==> src/rtl/piso_pkg.sv <==
// Shared definitions for the framed PISO transmitter:
// state encoding and the fixed line levels of the frame.
package piso_pkg;

  typedef logic [2:0] state_t;

  localparam state_t S_IDLE   = 3'd0;
  localparam state_t S_START  = 3'd1;
  localparam state_t S_DATA   = 3'd2;
  localparam state_t S_PARITY = 3'd3;
  localparam state_t S_STOP   = 3'd4;

  localparam logic LINE_IDLE = 1'b1;
  localparam logic START_BIT = 1'b0;
  localparam logic STOP_BIT  = 1'b1;

endpackage

==> src/rtl/piso_serializer_bit_tick_gen.sv <==
// Bit-period timer for the serializer.
// Counts 0..TICK_DIV-1 and raises tick during the last cycle of each bit period.
// tick is held in its own flop, precomputed from the next count value,
// so it is glitch-free and lines up exactly with count == TICK_DIV-1.
// clr restarts the period: the following cycle is count 0 of a fresh bit.
module bit_tick_gen #(
  parameter int TICK_DIV = 4
) (
  input  logic clk,
  input  logic rst_n,
  input  logic clr,
  output logic tick
);

  localparam int CW = $clog2(TICK_DIV + 1);
  localparam logic [CW-1:0] LAST = CW'(TICK_DIV - 1);

  logic [CW-1:0] cnt_q, cnt_d;
  logic          tick_q, tick_d;

  // Next count: restart on clear or after the last cycle of a period, else advance
  always_comb begin
    cnt_d = cnt_q;
    if (clr) begin
      cnt_d = {CW{1'b0}};
    end else if (tick_q) begin
      cnt_d = {CW{1'b0}};
    end else begin
      cnt_d = cnt_q + CW'(1);
    end
    tick_d = (cnt_d == LAST);
  end

  // Counter and tick flag registers
  always_ff @(posedge clk or negedge rst_n) begin
    if (!rst_n) begin
      cnt_q  <= {CW{1'b0}};
      tick_q <= 1'b0;
    end else begin
      cnt_q  <= cnt_d;
      tick_q <= tick_d;
    end
  end

  assign tick = tick_q;

endmodule

==> src/rtl/piso_serializer.sv <==
// Framed parallel-in serial-out transmitter (start 0, data, optional parity, stop 1).
// A word is taken over a valid/ready handshake while idle and shifted out one bit
// per TICK_DIV clock cycles. Line, ready and busy are registered, computed from
// the next state so they change on the same edge the state does.
// Optional feature macro: PISO_PARITY_EN adds an even-parity bit before the stop bit.
module piso_serializer
  import piso_pkg::*;
#(
  parameter int DATA_W    = 8,
  parameter int TICK_DIV  = 125_000_000,
  parameter int MSB_FIRST = 1
) (
  input  logic              clk,
  input  logic              rst_n,
  input  logic              load_valid,
  output logic              load_ready,
  input  logic [DATA_W-1:0] load_data,
  output logic              tx_out,
  output logic              busy,
  output logic              done
);

  localparam int IW = $clog2(DATA_W);

  state_t            state_q, state_d;
  logic [DATA_W-1:0] shreg_q, shreg_d;
  logic [IW-1:0]     idx_q, idx_d;
  logic              tx_q, tx_d;
  logic              ready_q, ready_d;
  logic              busy_q, busy_d;
  logic              tick_s;
  logic              clr_s;
  logic              accept_s;
`ifdef PISO_PARITY_EN
  logic              par_q, par_d;

  // Even parity over the accepted word
  function automatic logic even_parity(input logic [DATA_W-1:0] w);
    return ^w;
  endfunction
`endif

  // Advance the shift register by one bit in the configured direction
  function automatic logic [DATA_W-1:0] shift1(input logic [DATA_W-1:0] v);
    if (MSB_FIRST != 0) begin
      return {v[DATA_W-2:0], 1'b0};
    end else begin
      return {1'b0, v[DATA_W-1:1]};
    end
  endfunction

  // Bit currently presented to the line from the shift register
  function automatic logic line_bit(input logic [DATA_W-1:0] v);
    if (MSB_FIRST != 0) begin
      return v[DATA_W-1];
    end else begin
      return v[0];
    end
  endfunction

  assign accept_s = load_valid && ready_q;
  // Holding the timer cleared while idle makes the accept edge start bit period 0
  assign clr_s    = (state_q == S_IDLE);

  bit_tick_gen #(
    .TICK_DIV (TICK_DIV)
  ) u_tick (
    .clk   (clk),
    .rst_n (rst_n),
    .clr   (clr_s),
    .tick  (tick_s)
  );

  // FSM state, shift register and bit index registers
  always_ff @(posedge clk or negedge rst_n) begin
    if (!rst_n) begin
      state_q <= S_IDLE;
      shreg_q <= {DATA_W{1'b0}};
      idx_q   <= {IW{1'b0}};
`ifdef PISO_PARITY_EN
      par_q   <= 1'b0;
`endif
    end else begin
      state_q <= state_d;
      shreg_q <= shreg_d;
      idx_q   <= idx_d;
`ifdef PISO_PARITY_EN
      par_q   <= par_d;
`endif
    end
  end

  // Next-state logic: frame sequencing, data shifting and bit counting
  always_comb begin
    state_d = state_q;
    shreg_d = shreg_q;
    idx_d   = idx_q;
`ifdef PISO_PARITY_EN
    par_d   = par_q;
`endif
    case (state_q)
      S_IDLE: begin
        if (accept_s) begin
          state_d = S_START;
          shreg_d = load_data;
          idx_d   = {IW{1'b0}};
`ifdef PISO_PARITY_EN
          par_d   = even_parity(load_data);
`endif
        end else begin
          state_d = S_IDLE;
        end
      end
      S_START: begin
        if (tick_s) begin
          state_d = S_DATA;
          idx_d   = {IW{1'b0}};
        end else begin
          state_d = S_START;
        end
      end
      S_DATA: begin
        if (tick_s) begin
          if (idx_q == IW'(DATA_W - 1)) begin
`ifdef PISO_PARITY_EN
            state_d = S_PARITY;
`else
            state_d = S_STOP;
`endif
          end else begin
            idx_d   = idx_q + IW'(1);
            shreg_d = shift1(shreg_q);
          end
        end else begin
          state_d = S_DATA;
        end
      end
`ifdef PISO_PARITY_EN
      S_PARITY: begin
        if (tick_s) begin
          state_d = S_STOP;
        end else begin
          state_d = S_PARITY;
        end
      end
`endif
      S_STOP: begin
        if (tick_s) begin
          state_d = S_IDLE;
        end else begin
          state_d = S_STOP;
        end
      end
      default: begin
        state_d = S_IDLE;
      end
    endcase
  end

  // Output decode: line level and handshake flags for the upcoming state
  always_comb begin
    tx_d    = LINE_IDLE;
    ready_d = 1'b0;
    busy_d  = 1'b1;
    case (state_d)
      S_IDLE: begin
        tx_d    = LINE_IDLE;
        ready_d = 1'b1;
        busy_d  = 1'b0;
      end
      S_START: begin
        tx_d = START_BIT;
      end
      S_DATA: begin
        tx_d = line_bit(shreg_d);
      end
`ifdef PISO_PARITY_EN
      S_PARITY: begin
        tx_d = par_d;
      end
`endif
      S_STOP: begin
        tx_d = STOP_BIT;
      end
      default: begin
        tx_d    = LINE_IDLE;
        ready_d = 1'b1;
        busy_d  = 1'b0;
      end
    endcase
  end

  // Output registers; reset drives the line idle-high at once, aborting any frame
  always_ff @(posedge clk or negedge rst_n) begin
    if (!rst_n) begin
      tx_q    <= LINE_IDLE;
      ready_q <= 1'b1;
      busy_q  <= 1'b0;
    end else begin
      tx_q    <= tx_d;
      ready_q <= ready_d;
      busy_q  <= busy_d;
    end
  end

  assign tx_out     = tx_q;
  assign load_ready = ready_q;
  assign busy       = busy_q;
  // Both terms are flops; high only during the last cycle of the stop bit
  assign done       = (state_q == S_STOP) && tick_s;

endmodule
==> config.mk <==
export PLATFORM = sky130hd
export DESIGN_NAME = piso_serializer
export DESIGN_NICKNAME = d
export VERILOG_FILES = /design/src/rtl/piso_pkg.sv /design/src/rtl/piso_serializer_bit_tick_gen.sv /design/src/rtl/piso_serializer.sv
export SDC_FILE = /design/constraint.sdc
export NUM_CORES = 1
export LEC_CHECK = 0
export CAP_MARGIN = 15
export CELL_PAD_IN_SITES_DETAIL_PLACEMENT = 0
export CELL_PAD_IN_SITES_GLOBAL_PLACEMENT = 1
export CORE_ASPECT_RATIO = 1.2
export CORE_MARGIN = 8
export CORE_UTILIZATION = 45
export DETAILED_ROUTE_END_ITERATION = 8
export PLACE_DENSITY = 0.84
export SETUP_SLACK_MARGIN = 0.2
export SYNTH_ARGS = -nofsm -noshare
export SYNTH_HDL_FRONTEND = slang
export SYNTH_SLANG_ARGS = --single-unit
==> constraint.sdc <==
create_clock -name clk -period 2.92 [get_ports clk]
set_clock_uncertainty 0.05 [all_clocks]
set_input_delay 0.876 -clock clk [delete_from_list [all_inputs] [get_ports clk]]
set_output_delay 0.876 -clock clk [all_outputs]
set_load 0.01 [all_outputs]
==> summary.md <==
| Metric | Value |
|---|---|
| Antenna Cells | 0 |
| DPL Wire Length | 3.28 mm |
| Max Cap Violations | 0 |
| Number of setup violations in the final report | 0 |
| Synth top area cells | sky130_fd_sc_hd__dfrtp_1, sky130_fd_sc_hd__xor2_1, sky130_fd_sc_hd__nor2_1 |
| Syn avg cell area | 9.97 µm² |
| Worst setup EP type | output port |
| Worst setup timing slack at the placement stage | 421 ps |
| Root cell of the clock tree | sky130_fd_sc_hd__clkbuf_8 |
| Synthesized netlist cell count | 220 |
| Reg clk slew, reported paths | 90 ps |
| Wire per inst | 15.0 µm |
| Via density per instance | 5.45 |
| Top-level I/O count | 15 |
| Routability Congestion | 0.849 |
| Peak VDD IR | 0.000247 V |
| Global-route wire length before repair | 7.94 mm |
| Total count of max-transition violations in the final report | 0 |
| Number of remaining DRC errors | 0 |
| Shortest clock period the worst path allows after layout | 2460 ps |
| Critical path class | flop to output port |
| Switching share of power | 20.2% |
| Die boundary width | 79.7 µm |
| Kind of start point of the critical path | flop |
| Crit path max fanout | 8 |
| Internal Pwr Total | 0.890 mW |
| Final setup margin | 465 ps |
| Pin count of the biggest net entering global routing | 30 |
| Initial standard-cell utilization of the core | 45.7% |
| Share of power burned in combinational logic | 2.4% |
| Leakage power summed over all cells | 1.14 nW |
| Total number of yosys warnings | 0 |
| Setup TNS | 0 ps |
| Part of the power in registers | 55.9% |
| Post-synth net total | 234 |
| Share of the clock period used by the worst path | 84.1% |
| Share of the synthesized area in the top cell type | 49.1% |
| Unrepaired setup endpoints after global routing | no |
| Maximum clock frequency | 407 MHz |
| Clock sink count | 45 |
| Number of DRC markers after the initial detailed-route iteration | 86 |
| Fill cells | 432 |
| Required time of the worst setup path | 1990 ps |
| Initial antenna violation count | 0 |
| WHS Path Cells | 2 |
| Number of global-route vias before repair | 1685 |
| Net Switching | 0.225 mW |
| Total wirelength of the detailed-routed design | 4.49 mm |
| Global-route usage over all layers | 13.4% |
| Post-synth top area cell | sky130_fd_sc_hd__dfrtp_1 |
| Number of post-CTS setup repair buffers | 0 |
| Pwr Total | 1.11 mW |
| Max-slew headroom at the worst pin | 58.3% |
| Min-Delay Path Class | flop to flop |
| Clock H-tree levels | 2 |
| Placed insts | 292 |
| Via count | 1634 |
| Critical-path top delay cell | sky130_fd_sc_hd__clkdlybuf4s50_1 |
| Number of unique standard cell types used by synthesis | 43 |
| Site row count | 28 |
| Post-route insts no fill | 300 |
| Core region area | 4800 µm² |
| Data arrival time of the worst path | 1530 ps |
| DIE AREA | 7370 µm² |
| CTS buffer count | 5 |
| Hold violation total from the final report | 0 |
| Actual transition at the worst max-transition pin | 625 ps |
| Outcome | finished, final reports clean |
| Clock insertion delay at the later pin of the skew report | 300 ps |
| Number of iterations in the first detailed-routing pass | 4 |
| Total of flip-flops plus latches after synthesis | 45 |
| Die boundary height | 92.5 µm |
| Total gr overflow | 0 |
| Critical Path Max Stage Delay | 560 ps |
| Critical-path cell list | nand2_1, nor3_1, clkdlybuf4s50_1 |
| TritonCTS clock tree | built |
| Port-buffer cells | 14 |
| Count of nets after finishing | 253 |
| Relative area change from synthesis to final layout | 14.9% |
| Antenna Violating Nets Remaining | 0 |
| Netlist Area Pre-Place | 2190 µm² |
| Share of post-route cells with drive strength above 1 | 11.7% |
| Clock share of power | 41.7% |
| Sequential share of the synthesized area | 51.5% |
| Worst r2r path cells | 7 |
| Number of buffers between clock root and the deepest sink | 2 |
| Power Density | 442 nW/µm² |
[placed cells by master (no fill, tap or decap), types with 2 or more instances in the layout]
cell type                         count
sky130_fd_sc_hd__dfrtp_1             43
sky130_fd_sc_hd__nor2_1              30
sky130_fd_sc_hd__nand2_1             25
sky130_fd_sc_hd__xor2_1              15
sky130_fd_sc_hd__clkdlybuf4s50_1     13
sky130_fd_sc_hd__a21oi_1              9
sky130_fd_sc_hd__nand4_1              8
sky130_fd_sc_hd__nand3_1              8
sky130_fd_sc_hd__inv_1                7
sky130_fd_sc_hd__xnor2_1              6
sky130_fd_sc_hd__a22oi_1              6
sky130_fd_sc_hd__nor4_1               5
sky130_fd_sc_hd__clkbuf_8             5
sky130_fd_sc_hd__buf_4                5
sky130_fd_sc_hd__and2_1               4
sky130_fd_sc_hd__nor3_1               3
sky130_fd_sc_hd__or2_2                3
sky130_fd_sc_hd__o31ai_1              3
sky130_fd_sc_hd__or3_1                3
sky130_fd_sc_hd__a22o_1               3
sky130_fd_sc_hd__ha_1                 3
sky130_fd_sc_hd__mux2_2               2
sky130_fd_sc_hd__or4_1                2
sky130_fd_sc_hd__and3_1               2
sky130_fd_sc_hd__o21ai_0              2
sky130_fd_sc_hd__dfstp_2              2
[per-layer routing]
metal / share of wire (%) / wire length (µm) / vias up / global-route usage, %
li1: - / - / 809 / -
met1: 44 / 1990 / 786 / 16.1
met2: 49 / 2200 / 27 / 21.4
met3: 3.6 / 161 / 12 / 3.39
met4: 3.0 / 135 / 0 / 7.29
met5: 0 / 0 / - / 0
[path summary, 6_finish.rpt]
check                                start               end  slack, ps
setup / recovery               u_tick.tick              done        460
hold / removal                  shreg_q[2]        shreg_q[2]        440
setup reg to reg           u_tick.cnt_q[0]       u_tick.tick        490
hold reg to reg                 shreg_q[2]        shreg_q[2]        440
max in group asynchronous            rst_n            tx_out       1620
min in group asynchronous            rst_n  u_tick.cnt_q[10]        540
[power groups by stage]
| stage | clock network [mW] | logic (mW) | registers [mW] |
|---|---|---|---|
| 6_report | 0.465 | 0.0266 | 0.623 |
| 5_1_grt | 0.507 | 0.0304 | 0.623 |
| 4_1_cts | 0.475 | 0.0279 | 0.623 |
| 3_5_place_dp | 0 | 0.0278 | 0.635 |
| 3_3_place_gp | 0 | 0.0273 | 0.635 |
| 2_1_floorplan | 0 | 0.000118 | 0.635 |
[cell type report]
class	count	area [µm²]	share of cell area, %
clock buffer	6	72.6	2.88
clock inverter	2	35.0	1.39
inverter	7	26.3	1.04
multi-input combinational	161	1010	40.1
sequential	45	1130	44.8
tap	60	75.1	2.98
timing repair buffer	19	173	6.85
[worst max-delay path: cells and delay by family, from the launching register on]
| family | cells | cell delay (ps) |
|---|---|---|
| buffers and inverters | 1 | 560 |
| DFF | 1 | 480 |
| and+or+nand+nor | 2 | 200 |
[stage by stage]
| step | cell area [µm²] | util (%) | hold WS, ps |
|---|---|---|---|
| finish | 2520 | 52.5 | 441 |
| floorplan | 2190 | - | 396 |
| CTS | 2520 | 52.5 | 440 |
| global route | 2520 | 52.5 | 476 |
| global placement | 2410 | 50.2 | 410 |
| detailed placement | 2410 | 50.2 | 418 |
[cell usage after synthesis (all sizes together)]
library cell,n
dfrtp,43
nor2,30
nand2,25
xor2,15
a21oi,9
nand3,9
nand4,9
inv,7
nor4,7
a22oi,6
clkbuf,6
xnor2,6
and2,4
or2,4
a22o,3
and3,3
ha,3
nor3,3
o31ai,3
or3,3
or4,3
and4,2
dfstp,2
mux2,2
o21ai,2
a2111oi,1
a221oi,1
a31oi,1
and4b,1
buf,1
nand2b,1
nand4b,1
nor2b,1
nor3b,1
o211ai,1
o22ai,1
[sequential cells by signal, summed over array words and instances, names as in the netlist]
register	count
state_q	3
idx_q	3
u_tick.tick	1
u_tick.cnt_q	27
tx_out	1
shreg_q	8
load_ready	1
busy	1
[repair_timing]
item | 4_1_cts | 5_1_grt
endpoints found under the hold margin | 0 | 0
hold buffers | 0 | 0
setup endpoints to repair | 0 | 1
gates resized for setup | 0 | 2
[cells by family after synthesis]
kind of cell	count (synthesis)	synth area share, %
xor gates and xnor gates	21	8.39
and+or+nand+nor	107	26.4
AOI/OAI and AO/OA	28	8.50
DFF	45	51.5
muxes	2	1.03
buffers and inverters	14	2.57
adders and majority gates	3	1.71
Power figures use the tool's default switching activity.
